## config.mk

```make
export PLATFORM = sky130hd
export DESIGN_NAME = tenyr_mem_arb
export DESIGN_NICKNAME = d
export VERILOG_FILES = /design/src/rtl/tenyr_mem_arb.sv
export SDC_FILE = /design/constraint.sdc
export NUM_CORES = 1
export LEC_CHECK = 0
export BUFFER_PORTS_ARGS = -buffer_cell sky130_fd_sc_hd__buf_2
export CORE_AREA = 2 2 118 120
export DETAILED_ROUTE_END_ITERATION = 10
export DIE_AREA = 0 0 120 122
export SLEW_MARGIN = 15
export SYNTH_ARGS = -nofsm -noshare
export SYNTH_HDL_FRONTEND = slang
export SYNTH_SLANG_ARGS = --single-unit
export TNS_END_PERCENT = 100
```

## constraint.sdc

```tcl
create_clock -name clk -period 1.7 [get_ports clk]
set_input_delay 0.255 -clock clk [delete_from_list [all_inputs] [get_ports clk]]
set_output_delay 0.255 -clock clk [all_outputs]
set_load 0.02 [all_outputs]
```

## src/rtl/tenyr_mem_arb.sv

```systemverilog
// ============================================================================
// Module   : tenyr_mem_arb
// Purpose  : Two-requester arbiter sharing one single-ported memory bus
//            between the tenyr core data port (m0) and a secondary master
//            (m1). Round-robin or fixed priority on ties, optional bus lock
//            to retain ownership across accesses, and a watchdog that
//            force-completes accesses the memory never finishes.
// Ports    : clk, reset_n          - clock, synchronous active-low reset
//            mX_req/rw/lock/addr/wdata - requester X access request
//            mX_ack/err/rdata      - requester X completion (one-cycle pulse)
//            mem_strobe/rw/addr/wdata - shared memory bus, driven for owner
//            mem_rdata/mem_ready   - memory response
// Revision : 1.0 - initial release
// ============================================================================
`default_nettype none

module tenyr_mem_arb #(
    parameter int ADDR_W  = 32,
    parameter int DATA_W  = 32,
    parameter int RR      = 1,
    parameter int TIMEOUT = 16
) (
    input  logic              clk,
    input  logic              reset_n,
    input  logic              m0_req,
    input  logic              m1_req,
    input  logic              m0_rw,
    input  logic              m1_rw,
    input  logic              m0_lock,
    input  logic              m1_lock,
    input  logic [ADDR_W-1:0] m0_addr,
    input  logic [ADDR_W-1:0] m1_addr,
    input  logic [DATA_W-1:0] m0_wdata,
    input  logic [DATA_W-1:0] m1_wdata,
    output logic              m0_ack,
    output logic              m1_ack,
    output logic              m0_err,
    output logic              m1_err,
    output logic [DATA_W-1:0] m0_rdata,
    output logic [DATA_W-1:0] m1_rdata,
    output logic              mem_strobe,
    output logic              mem_rw,
    output logic [ADDR_W-1:0] mem_addr,
    output logic [DATA_W-1:0] mem_wdata,
    input  logic [DATA_W-1:0] mem_rdata,
    input  logic              mem_ready
);

    localparam logic [1:0] S_IDLE = 2'd0;
    localparam logic [1:0] S_BUSY = 2'd1;
    localparam logic [1:0] S_HOLD = 2'd2;

    // Counter only has to reach TIMEOUT-1; keep at least one bit so the
    // design still elaborates with the watchdog disabled.
    localparam int              WD_W    = (TIMEOUT > 1) ? $clog2(TIMEOUT) : 1;
    localparam bit              WD_EN   = (TIMEOUT != 0);
    localparam logic [WD_W-1:0] WD_LAST = WD_W'((TIMEOUT > 0) ? (TIMEOUT - 1) : 0);

    logic [1:0]      state_q, state_d;
    logic            owner_q, owner_d;
    logic            last_q,  last_d;
    logic [WD_W-1:0] wd_q,    wd_d;

    logic            w_winner;
    logic            w_own_req;
    logic            w_own_lock;
    logic            w_timeout;

    // Tie-break: round-robin grants whoever did not win last time.
    assign w_winner   = (m0_req && m1_req) ? ((RR != 0) ? ~last_q : 1'b0) : m1_req;
    assign w_own_req  = owner_q ? m1_req  : m0_req;
    assign w_own_lock = owner_q ? m1_lock : m0_lock;
    assign w_timeout  = WD_EN && (wd_q == WD_LAST);

    // State register
    always_ff @(posedge clk) begin
        if (!reset_n) begin
            state_q <= S_IDLE;
            owner_q <= 1'b0;
            last_q  <= 1'b1;
            wd_q    <= '0;
        end else begin
            state_q <= state_d;
            owner_q <= owner_d;
            last_q  <= last_d;
            wd_q    <= wd_d;
        end
    end

    // Next-state logic
    always_comb begin
        state_d = state_q;
        owner_d = owner_q;
        last_d  = last_q;
        wd_d    = wd_q;
        case (state_q)
            S_IDLE: begin
                if (m0_req || m1_req) begin
                    state_d = S_BUSY;
                    owner_d = w_winner;
                    last_d  = w_winner;
                    wd_d    = '0;
                end
            end
            S_BUSY: begin
                if (mem_ready) begin
                    state_d = w_own_lock ? S_HOLD : S_IDLE;
                end else if (w_timeout) begin
                    // Forced completion never keeps the bus, lock or not.
                    state_d = S_IDLE;
                end else begin
                    wd_d = wd_q + 1'b1;
                end
            end
            S_HOLD: begin
                // The other requester is deliberately ignored here.
                if (w_own_req) begin
                    state_d = S_BUSY;
                    wd_d    = '0;
                end else if (!w_own_lock) begin
                    state_d = S_IDLE;
                end
            end
            default: state_d = S_IDLE;
        endcase
    end

    // Output logic
    always_comb begin
        mem_strobe = 1'b0;
        mem_rw     = 1'b0;
        mem_addr   = '0;
        mem_wdata  = '0;
        m0_ack     = 1'b0;
        m1_ack     = 1'b0;
        m0_err     = 1'b0;
        m1_err     = 1'b0;
        m0_rdata   = '0;
        m1_rdata   = '0;
        if (state_q == S_BUSY) begin
            mem_strobe = 1'b1;
            mem_rw     = owner_q ? m1_rw    : m0_rw;
            mem_addr   = owner_q ? m1_addr  : m0_addr;
            mem_wdata  = owner_q ? m1_wdata : m0_wdata;
            // Ack fires even if the owner has dropped req mid-access.
            if (mem_ready || w_timeout) begin
                if (owner_q) begin
                    m1_ack   = 1'b1;
                    m1_err   = ~mem_ready;
                    m1_rdata = mem_ready ? mem_rdata : '0;
                end else begin
                    m0_ack   = 1'b1;
                    m0_err   = ~mem_ready;
                    m0_rdata = mem_ready ? mem_rdata : '0;
                end
            end
        end
    end

endmodule

`default_nettype wire

```

# Word level (Yosys, flattened, before mapping)
# Cells that the tools add are included.
[totals]
register_bits = 8
out_inout_bits = 134
[op_classes]
mux = 41
n_reduce_logical = 8
n_eq_ne = 9
add_sub_neg = 1
n_bitwise = 2
[ops]
columns = ["cell", "n"]
rows = [
  ["32-bit 2-to-1 mux", 11],
  ["1-bit 2-to-1 mux", 18],
  ["4-bit 2-to-1 mux", 4],
  ["2-bit 2-to-1 mux", 6],
  ["4-bit case mux with 3 select lines", 1],
  ["2-bit != test (second input constant)", 4],
  ["3-bit != test (second input constant)", 2],
  ["2-bit case mux with 3 select lines", 1],
  ["5-bit AND reduction", 1],
  ["4-bit by 1-bit adder with 4-bit output (second input constant)", 1],
  ["4-bit equality test (second input constant)", 1],
  ["3-bit AND reduction", 1],
  ["3-bit nonzero test", 1],
  ["2-bit by 1-bit equality test with 1-bit output (second input constant)", 1],
  ["2-bit equality test (second input constant)", 1],
  ["2-bit logical NOT", 1],
  ["1-bit logical OR", 2],
  ["1-bit inverter", 2],
  ["2-bit AND reduction", 1],
  ["1-bit logical AND", 1],
]

# Logic depth before layout (Yosys ltp)
# Gate-level depths: netlist of the first run.
[logic_depth]
word_depth = 4
mapped_depth = 6

# Least setup slack after synthesis of the first run
# No wires, ideal clock.
[synth_timing]
path_type = "register -> output"
start = "reg state_q[1]"
end = "out m0_err"
required_time_ps = 1445
t_arrival_ps = 1360
stages_incl_launch_ff = 6
setup_slack_ps = 85
path_buffers = 1
cell_sequence = "dfxtp_1 -> nand2b_4 -> inv_2 -> nand2b_1 -> buf_2 -> nor3_1"
[synth_via]
elab_chain_len = 2
[synth_lines]
columns = ["item", "line_no", "source"]
rows = [
  ["start, declared", "59", "logic [1:0] state_q, state_d;"],
  ["start signal, assigned", "83", "state_q <= state_d;"],
  ["2-bit by 1-bit equality test with 1-bit output", "140", "if (state_q == S_BUSY) begin"],
  ["1-bit 2-to-1 mux", "140", ""],
  ["end, declared", "37", "output logic m0_err,"],
]
# Every way passes these cells.

# Worst setup path after layout of the first run
[layout_timing]
start = "reg owner_q"
end = "out mem_wdata[27]"
[layout_via]
elab_chain_len = 2
[layout_lines]
columns = ["item", "line_no", "source"]
rows = [
  ["start, declared", "60", "logic owner_q, owner_d;"],
  ["start signal, assigned", "84", "owner_q <= owner_d;"],
  ["32-bit 2-to-1 mux", "144", "mem_wdata = owner_q ? m1_wdata : m0_wdata;"],
  ["32-bit 2-to-1 mux", "140", ""],
  ["end, declared", "44", "output logic [DATA_W-1:0] mem_wdata,"],
]
# Every way passes these cells.

==> results of run 1 <==
==> per-stage QoR <==
| stage | std cells | util | total power [W] | setup WS, ns |
|---|---|---|---|---|
| 6_report | 774 | 0.2777 | 0.001711 | 0.04850 |
| 5_1_grt | 774 | 0.2777 | 0.001807 | 0.001818 |
| 4_1_cts | 773 | 0.2739 | 0.001713 | 0.002631 |
| 3_5_place_dp | 769 | 0.2658 | 0.001287 | 0.1297 |
| 3_3_place_gp | 769 | 0.2658 | 0.001281 | 0.1613 |
| 2_1_floorplan | 306 | - | 0.0008549 | 0.08481 |
==> cell families (layout without fill, tap and decap cells) <==
logic type / count (synthesis) / count (layout) / synth area share
XOR/XNOR: 1 / 1 / 0.004658
multiplexers: 67 / 67 / 0.3573
buffers and inverters: 29 / 317 / 0.09247
AO/OA/AOI/OAI: 13 / 13 / 0.05922
adder cells (fa/ha/maj): 1 / 1 / 0.006652
flip-flops: 8 / 8 / 0.08516
AND/OR/NAND/NOR: 187 / 187 / 0.3946
==> cell type report <==
type                       count  area share
sequential                     8     0.04438
tap                          180     0.06006
multi-input combinational    269      0.4211
timing repair buffer         311      0.4501
clock buffer                   4     0.02102
inverter                       2    0.003337
==> synthesized netlist by cell type, drive strengths merged (2+ instances only) <==
cell and instances:
nor2 134, nand3 2, nor3 3, a21oi 2, o21ai 2, nand2b 2, dfxtp 8, buf 26
inv 2, mux2i 66, nand2 40
==> per-layer routing <==
metal / track usage / wire (um)
met1: 0.09390 / 3317
met2: 0.2081 / 4811
met3: 0.02107 / 900
met4: 0.01985 / 53
met5: 0 / 30
==> where the power goes <==
part / switching (W) / internal [W]
Combinational: 0.000625 / 0.000470
Clock: 0.0000918 / 0.000312
Sequential: 0.0000144 / 0.000198
==> registers in the layout, indices dropped and copies added (netlist names) <==
name	flops
wd_q	4
state_q	2
last_q	1
owner_q	1
==> worst register-to-register path, delay by kind of cell (launching register included) <==
kind,cells,cell delay [ns]
buffers and inverters,1,0.23
DFF,1,0.42
AOI/OAI and AO/OA,3,0.40
muxes,1,0.34
==> path summary, 6_finish.rpt <==
| path | to | slack (ns) | cells past startpoint |
|---|---|---|---|
| setup / recovery | mem_wdata[27] | 0.05 | 4 |
| hold / removal | last_q$_SDFFE_PN1P_ | 0.33 | 2 |
| setup reg to reg | wd_q[3]$_SDFFE_PN0P_ | 0.25 | 5 |
| hold reg to reg | wd_q[1]$_SDFFE_PN0P_ | 0.49 | 2 |
==> repair_timing <==
| action | 4_1_cts | 5_1_grt |
|---|---|---|
| gates cloned | 0 | 1 |
| resized for setup | 6 | 8 |
| endpoints found under the setup margin | 25 | 13 |
==> summary.txt, run 1 <==
Run status
  – Outcome: finished, final reports clean

Floorplanning
  – Die area: 0.01464 mm^2
  – Core area: 0.01350 mm^2
  – Die H: 122 um
  – Starting Density: 0.1393
  – Io pins: 303
  – Row count: 43
  – Chip width: 120 um

Layout
  – Storage element area: 166.4 um^2
  – Area Growth Syn to Fin: 99.40%
  – Final Cell Area: 0.003750 mm^2
  – Multi-input logic area: 0.001579 mm^2
  – Share of layout cells above drive strength 1: 0.5522
  – Commonest non-fill, non-tap cell in the layout: buf_2
  – Fill cells: 1,524
  – Commonest cells after routing, fill and taps aside: buf_2, nor2_1, mux2i_1
  – Fin nets: 765
  – Ant. Diodes: 0

Global route
  – Vias in the first global route: 2,521
  – GRT Util Overall: 0.09767
  – Initial antenna violation count: 2
  – First-pass GRT wire length: 11.65 mm
  – Pin count of the biggest net entering global routing: 61
  – Grt ovf: 0

STA
  – Tcrit/Tclk final: 0.9715
  – Worst-Margin Slew: 0.3382 ns
  – Final Hold Fails: 0
  – Unrepaired setup endpoints after global routing: no
  – Fin Setup TNS: 0 ns
  – Final setup viols: 0
  – Slew headroom: 0.7745
  – Achievable clock frequency: 605.5 MHz
  – Final Hold Slack: 0.3307 ns
  – Final min period: 1.651 ns
  – Fin. max-slew vios: 0
  – Clock skew: 0.002665 ns

Clock network
  – Hold Buf Count CTS: 0
  – Clock Path Buffers: 2
  – # H-tree levels: 1
  – Worst-Skew Late Latency: 0.23 ns
  – CTS tree: done
  – TritonCTS Sinks: 8
  – Num CTS Buffers: 3
  – Reg clk slew, reported paths: 0.04 ns
  – Setup Fix Bufs, Post-CTS: 0
  – Clock root buffer: clkbuf_16

Synth
  – Syn nets: 476
  – Async S/R FF share, synth: 0
  – Seq/Total Area, Yosys: 0.08516
  – Post-synth top area share: 0.3513
  – Post-synth EDFFs: 0
  – Synth Cell Area: 0.001881 mm^2
  – Synth area leaders: mux2i_1, nor2_1, dfxtp_1
  – Post-synthesis cell type count: 36
  – Yosys reg bits: 8
  – Synth Flop Type: dfxtp_1
  – Yosys top cell by area: mux2i_1
  – Ys Warns: 0
  – Cell count after synthesis: 306
  – Syn Area/Cell: 6.146 um^2

Min path
  – Hold path start: reset_n
  – Hold crit path type: in2reg

Placement
  – Placed instance area: 0.003590 mm^2
  – I/O Buffers: 302
  – DP HPWL: 7.336 mm
  – Gpl congestion: 0.7727

Detailed routing
  – DR vias: 3,111
  – 1st-iter DRT viols: 73
  – DRC violations left: 0
  – Via/cell ratio: 4.019
  – TritonRoute pass-1 iters: 4
  – Post-route ant nets: 0
  – Wire per inst: 11.77 um
  – DRT Wirelength: 9.113 mm

Flow run
  – Max-cap viol count: 0

Worst setup path
  – Crit path max-delay family: flip-flops
  – Req. time, crit path: 1.44 ns
  – Setup crit start: owner_q$_SDFFE_PN0P_
  – R2R Path Start: owner_q$_SDFFE_PN0P_
  – Crit path largest cell delay: 0.42 ns
  – Crit path capture type: output pin
  – WS Path Type: reg2out
  – Setup crit start kind: register
  – Crit Path Max Fanout: 26
  – Crit path arrival time: 1.40 ns
  – CP bufs+invs: 2
  – Slowest CP cell: dfxtp_4
  – Crit path cell chain: buf_12 > mux2i_1 > nor2_1 > buf_2

Pwr
  – Leak pwr: 2.124 nW
  – Pwr/cell area: 456.3 mW/mm^2
  – Peak supply drop: 224.9 uV
(Power assumes the default switching activity.)
==> inputs of run 2 (changes only) <==
--- a/config.mk
+++ b/config.mk
@@ -6,6 +6,7 @@
 export NUM_CORES = 1
 export LEC_CHECK = 0
 export BUFFER_PORTS_ARGS = -buffer_cell sky130_fd_sc_hd__buf_2
+export CAP_MARGIN = 10
 export CORE_AREA = 2 2 118 120
 export DETAILED_ROUTE_END_ITERATION = 10
 export DIE_AREA = 0 0 120 122
==> constraint.sdc (replaced) <==
create_clock -name clk -period 2 [get_ports clk]
set_input_delay 0.3 -clock clk [delete_from_list [all_inputs] [get_ports clk]]
set_output_delay 0.3 -clock clk [all_outputs]
set_load 0.02 [all_outputs]
==> run 2 against run 1 <==
  * Critical path type unchanged
  * Non-clock buffer count increased by 4
  * Wire length decreased by 3.8%
  * Clock power decreased by 15%
  * Largest cell class unchanged
  * Highest routed layer is now met4
  * Combinational power decreased by 18%
  * Sequential power decreased by 13%
==> summary.txt, run 2 (synthesized netlist as in run 1, its figures left out) <==
Pwr
  – Power consumption: 0.001418 W
  – Flop pwr share: 0.131
  – Peak supply drop: 225.1 uV
  – Switching pwr: 0.0006078 W
  – Internal power: 0.0008102 W
  – Sw frac: 0.4286
  – Pwr/cell area: 387.3 mW/mm^2
  – Clk pwr share: 0.242
  – Leak pwr: 2.123 nW
  – Comb power frac: 0.627

Layout
  – Share of layout cells above drive strength 1: 0.5435
  – Area Growth Syn to Fin: 94.68%
  – Commonest cells after routing, fill and taps aside: buf_2, nor2_1, mux2i_1
  – Final Cell Area: 0.003661 mm^2
  – Fill cells: 1,523
  – Commonest non-fill, non-tap cell in the layout: buf_2
  – Biggest register: wd_q
  – Ant. Diodes: 0
  – Max reg flops: 4
  – Fin nets: 769
  – Biggest regs: wd_q x4, state_q x2

Floorplanning
  – Core area: 0.01350 mm^2
  – Io pins: 303
  – Row count: 43
  – Chip width: 120 um
  – Die area: 0.01464 mm^2
  – Die H: 122 um
  – Starting Density: 0.1393

Worst setup path
  – Crit path largest cell delay: 0.33 ns
  – CP bufs+invs: 3
  – Setup crit start kind: register
  – Crit path cell chain: nand2b_4 > inv_2 > nand2b_1 > buf_12 > nor2_1 > buf_2
  – Crit Path Max Fanout: 34
  – Req. time, crit path: 1.70 ns
  – Slowest CP cell: dfxtp_1
  – Crit path capture type: output pin
  – WS Path Type: reg2out
  – Crit path max-delay family: buffers and inverters
  – Crit path arrival time: 1.54 ns

Global route
  – Grt ovf: 0
  – GRT Util Overall: 0.09932
  – Vias in the first global route: 2,567
  – First-pass GRT wire length: 11.97 mm
  – Initial antenna violation count: 0
  – Pin count of the biggest net entering global routing: 46

Placement
  – Gpl congestion: 0.7636
  – I/O Buffers: 302
  – Placed instance area: 0.003577 mm^2
  – DP HPWL: 7.410 mm

Clock network
  – Clock Path Buffers: 2
  – Num CTS Buffers: 3
  – Worst-Skew Late Latency: 0.23 ns
  – Reg clk slew, reported paths: 0.04 ns
  – Setup Fix Bufs, Post-CTS: 0
  – # H-tree levels: 1
  – TritonCTS Sinks: 8
  – Clock root buffer: clkbuf_16
  – CTS tree: done

Detailed routing
  – DRC violations left: 0
  – Post-route ant nets: 0
  – Routed wl met3: 758 um
  – Routed wl met2: 4.556 mm
  – Uppermost layer routed: met4
  – WL met1: 3.419 mm
  – DR vias: 3,071
  – DRT Wirelength: 8.765 mm
  – Via/cell ratio: 3.947
  – 1st-iter DRT viols: 141
  – Wire per inst: 11.27 um
  – TritonRoute pass-1 iters: 4

STA
  – Clock skew: 0.004191 ns
  – Fin Setup TNS: 0 ns
  – Worst-Margin Slew: 0.5716 ns
  – Final Hold Fails: 0
  – Slew headroom: 0.6189
  – Fin. max-slew vios: 0
  – Final setup viols: 0
  – Final min period: 1.836 ns
  – Achievable clock frequency: 544.6 MHz
  – Unrepaired setup endpoints after global routing: no
  – Tcrit/Tclk final: 0.9180

Run status
  – Outcome: finished, final reports clean

Flow run
  – Max-cap viol count: 0

Min path
  – Hold crit path type: in2reg
run 2: power groups by stage:
stage | logic, W | clock network, W | registers, W
after floorplan | 0.000552 | 0 | 0.000175
after global placement | 0.000890 | 0 | 0.000188
after detailed placement | 0.000891 | 0 | 0.000189
after CTS | 0.000894 | 0.000351 | 0.000186
after global routing | 0.000965 | 0.000356 | 0.000188
final | 0.000889 | 0.000344 | 0.000185
run 2: metal layers:
layer	vias to the layer above	track usage
met1	1300	0.1121
met5	-	0
met4	0	0.01544
met3	3	0.009363
li1	1586	-
met2	182	0.2021
run 2: per-stage QoR:
stage | util | hold WS (ns) | worst slack, ns | std cells
after floorplan | - | 0.4586 | 0.3398 | 306
after CTS | 0.2707 | 0.3530 | 0.07609 | 778
after detailed placement | 0.2649 | 0.4855 | 0.3334 | 774
after global placement | 0.2649 | 0.4841 | 0.3428 | 774
after global routing | 0.2711 | 0.3994 | 0.08755 | 778
final | 0.2711 | 0.3542 | 0.1639 | 778
run 2: layout make-up:
type                    count  area [um^2]  area share
clock buffers               4        78.83     0.02153
inverters                   2        7.507    0.002051
multi-input cells         269         1551      0.4238
flip-flops and latches      8        163.9     0.04477
well taps                 180        225.2     0.06152
repair buffers            315         1634      0.4463
run 2: path summary, 6_finish.rpt:
check                               start              endpoint  slack [ns]  cells after the start
setup reg to reg  state_q[1]$_SDFFE_PN0P_  wd_q[3]$_SDFFE_PN0P_        0.50                      5
hold reg to reg      wd_q[1]$_SDFFE_PN0P_  wd_q[1]$_SDFFE_PN0P_        0.49                      2
hold / removal                    reset_n   last_q$_SDFFE_PN1P_        0.35                      2
setup / recovery  state_q[1]$_SDFFE_PN0P_          m0_rdata[30]        0.16                      6
run 2: what timing repair did:
item,in CTS,in global routing
endpoints found under the hold margin,0,0
hold buffers,0,0
endpoints found under the setup margin,0,13
gates resized for setup,0,1
==> inputs of run 3 (changes only) <==
--- a/config.mk
+++ b/config.mk
@@ -10,6 +10,7 @@
 export CORE_AREA = 2 2 118 120
 export DETAILED_ROUTE_END_ITERATION = 10
 export DIE_AREA = 0 0 120 122
+export GPL_TIMING_DRIVEN = 0
 export SLEW_MARGIN = 15
 export SYNTH_ARGS = -nofsm -noshare
 export SYNTH_HDL_FRONTEND = slang
==> run 3 against run 2 <==
  * Via count increased by 3.5%
  * First-iteration DRC count down 55%
  * Flip-flop and latch count did not move
  * Utilization grew 0.55 points
  * Final cell count is 1.7% higher
  * Final area increased by 2.0%
  * Setup slack got worse by 0.070 ns
  * Combinational power grew 4.8%
  * Clock skew shrank 0.0016 ns
  * Count of clock-buffer cells in the layout is 1 lower
  * Critical endpoint is now m1_rdata[20]
  * Highest routed layer unchanged
==> summary.txt, run 3 (synthesized netlist as in run 1, its figures left out) <==
Run status
  – Outcome: finished, final reports clean

Layout
  – Commonest non-fill, non-tap cell in the layout: buf_2
  – Area Growth Syn to Fin: 98.60%
  – Share of layout cells above drive strength 1: 0.5565
  – Ant. Diodes: 0
  – Biggest register: wd_q
  – Biggest regs: wd_q x4, state_q x2
  – Commonest cells after routing, fill and taps aside: buf_2, nor2_1, mux2i_1
  – Fill cells: 1,568
  – Fin nets: 783
  – Max reg flops: 4

Detailed routing
  – DR vias: 3,177
  – DRC violations left: 0
  – WL met1: 3.579 mm
  – DRT Wirelength: 9.443 mm
  – Post-route ant nets: 0
  – Wire per inst: 11.94 um
  – Routed wl met2: 4.863 mm
  – Routed wl met3: 853 um
  – Uppermost layer routed: met4
  – TritonRoute pass-1 iters: 4
  – 1st-iter DRT viols: 63
  – Via/cell ratio: 4.016

Pwr
  – Sw frac: 0.4313
  – Comb power frac: 0.645
  – Internal power: 0.0008220 W
  – Leak pwr: 2.161 nW
  – Pwr/cell area: 387.0 mW/mm^2
  – Switching pwr: 0.0006233 W
  – Clk pwr share: 0.234
  – Peak supply drop: 242.8 uV
  – Power consumption: 0.001445 W
  – Flop pwr share: 0.121

STA
  – Worst-Margin Slew: 0.4320 ns
  – Clock skew: 0.002597 ns
  – Fin. max-slew vios: 0
  – Final min period: 1.906 ns
  – Final Hold Fails: 0
  – Final setup viols: 0
  – Fin Setup TNS: 0 ns
  – Achievable clock frequency: 524.6 MHz
  – Slew headroom: 0.7106
  – Tcrit/Tclk final: 0.9532
  – Unrepaired setup endpoints after global routing: no

Floorplanning
  – Core area: 0.01350 mm^2
  – Die H: 122 um
  – Row count: 43
  – Starting Density: 0.1393
  – Io pins: 303
  – Die area: 0.01464 mm^2
  – Chip width: 120 um

Worst setup path
  – Flop2flop setup slack: 0.61 ns
  – Reg-to-Reg End: wd_q[3]$_SDFFE_PN0P_
  – Crit path capture type: output pin
  – R2R Path Start: wd_q[0]$_SDFFE_PN0P_
  – Req. time, crit path: 1.70 ns
  – Crit Path Max Fanout: 10
  – Crit path arrival time: 1.61 ns
  – Setup crit start kind: register
  – Setup crit start: owner_q$_SDFFE_PN0P_
  – Worst R2R Path Depth: 4
  – WS Path Type: reg2out

Min path
  – Hold endpoint: last_q$_SDFFE_PN1P_
  – Hold path start: reset_n
  – Hold depth: 2
  – Hold crit path type: in2reg

Global route
  – Initial antenna violation count: 0
  – Pin count of the biggest net entering global routing: 11
  – First-pass GRT wire length: 13.19 mm
  – Grt ovf: 0
  – GRT Util Overall: 0.1111
  – Vias in the first global route: 2,818

Placement
  – Gpl congestion: 0.7683
  – I/O Buffers: 301
  – DP HPWL: 8.162 mm

Clock network
  – Clock root buffer: clkbuf_16
  – CTS tree: done
  – Reg clk slew, reported paths: 0.04 ns
  – Num CTS Buffers: 3
  – TritonCTS Sinks: 8
  – # H-tree levels: 1
  – Clock Path Buffers: 2
  – Hold Buf Count CTS: 0
  – Worst-Skew Late Latency: 0.23 ns

Flow run
  – Max-cap viol count: 0
## run 3: cell types whose count changed in the layout (fill, tap and decap cells not counted), moves of 2 or more
| cell | change |
|---|---|
| nor2_1 | -2 |
| buf_6 | +3 |
| buf_4 | -2 |
| buf_2 | +7 |
| buf_12 | -2 |
| clkbuf_4 | +6 |
| nor2_2 | +2 |
## run 3: layout make-up
cell class                      instances  area, um^2  area share
Inverter                                2       10.01    0.002680
Clock buffer                            3       75.07     0.02010
Buffer                                 27       187.7     0.05025
Tap cell                              180       225.2     0.06030
Sequential cell                         8       161.4     0.04322
Timing Repair Buffer                  302        1524      0.4080
Multi-Input combinational cell        269        1551      0.4154
## run 3: worst max-delay path by stage
stage / to / slack, ns / cells past startpoint
floorplan: m0_err / 0.34 / 5
global placement: m0_rdata[26] / 0.23 / 7
detailed placement: m0_rdata[26] / 0.23 / 7
CTS: m0_rdata[27] / 0.02 / 7
global route: m0_rdata[27] / 0.003 / 7
finish: m1_rdata[20] / 0.09 / 6
## run 3: per-layer routing
metal  global-route usage  vias up
met5                    0        -
met4              0.03382        0
li1                     -     1606
met3              0.01451       10
met2               0.2209      193
met1               0.1209     1368
## run 3: metrics by stage
step | hold slack, ns | utilization | instance area, um^2 | setup slack [ns] | std cells
finish | 0.3568 | 0.2766 | 3735 | 0.09362 | 791
global route | 0.3851 | 0.2766 | 3735 | 0.003194 | 791
CTS | 0.3517 | 0.2740 | 3700 | 0.01688 | 790
detailed placement | 0.4850 | 0.2675 | 3612 | 0.2336 | 787
global placement | 0.4791 | 0.2675 | 3612 | 0.2332 | 787
floorplan | 0.4586 | - | 1881 | 0.3398 | 306
## run 3: power by group through the flow
stage	sequential [W]	clock [W]	combinational, W
after floorplan	0.000175	0	0.000552
after global placement	0.000176	0	0.000921
after detailed placement	0.000177	0	0.000925
after CTS	0.000174	0.000346	0.000931
after global routing	0.000176	0.000355	0.00101
final	0.000175	0.000338	0.000932
## run 3: critical path, cell delays in order, from the launching register on
cell      delay, ns
dfxtp_1        0.30
buf_4          0.17
buf_8          0.17
nand2_2        0.12
clkbuf_4       0.22
nor2_1         0.18
buf_2          0.20
## run 3: what timing repair did
item                                   in CTS  in global routing
resized for setup                           5                 11
buffers inserted                            0                  1
setup endpoints to repair                   3                 69
endpoints found under the hold margin       0                  0
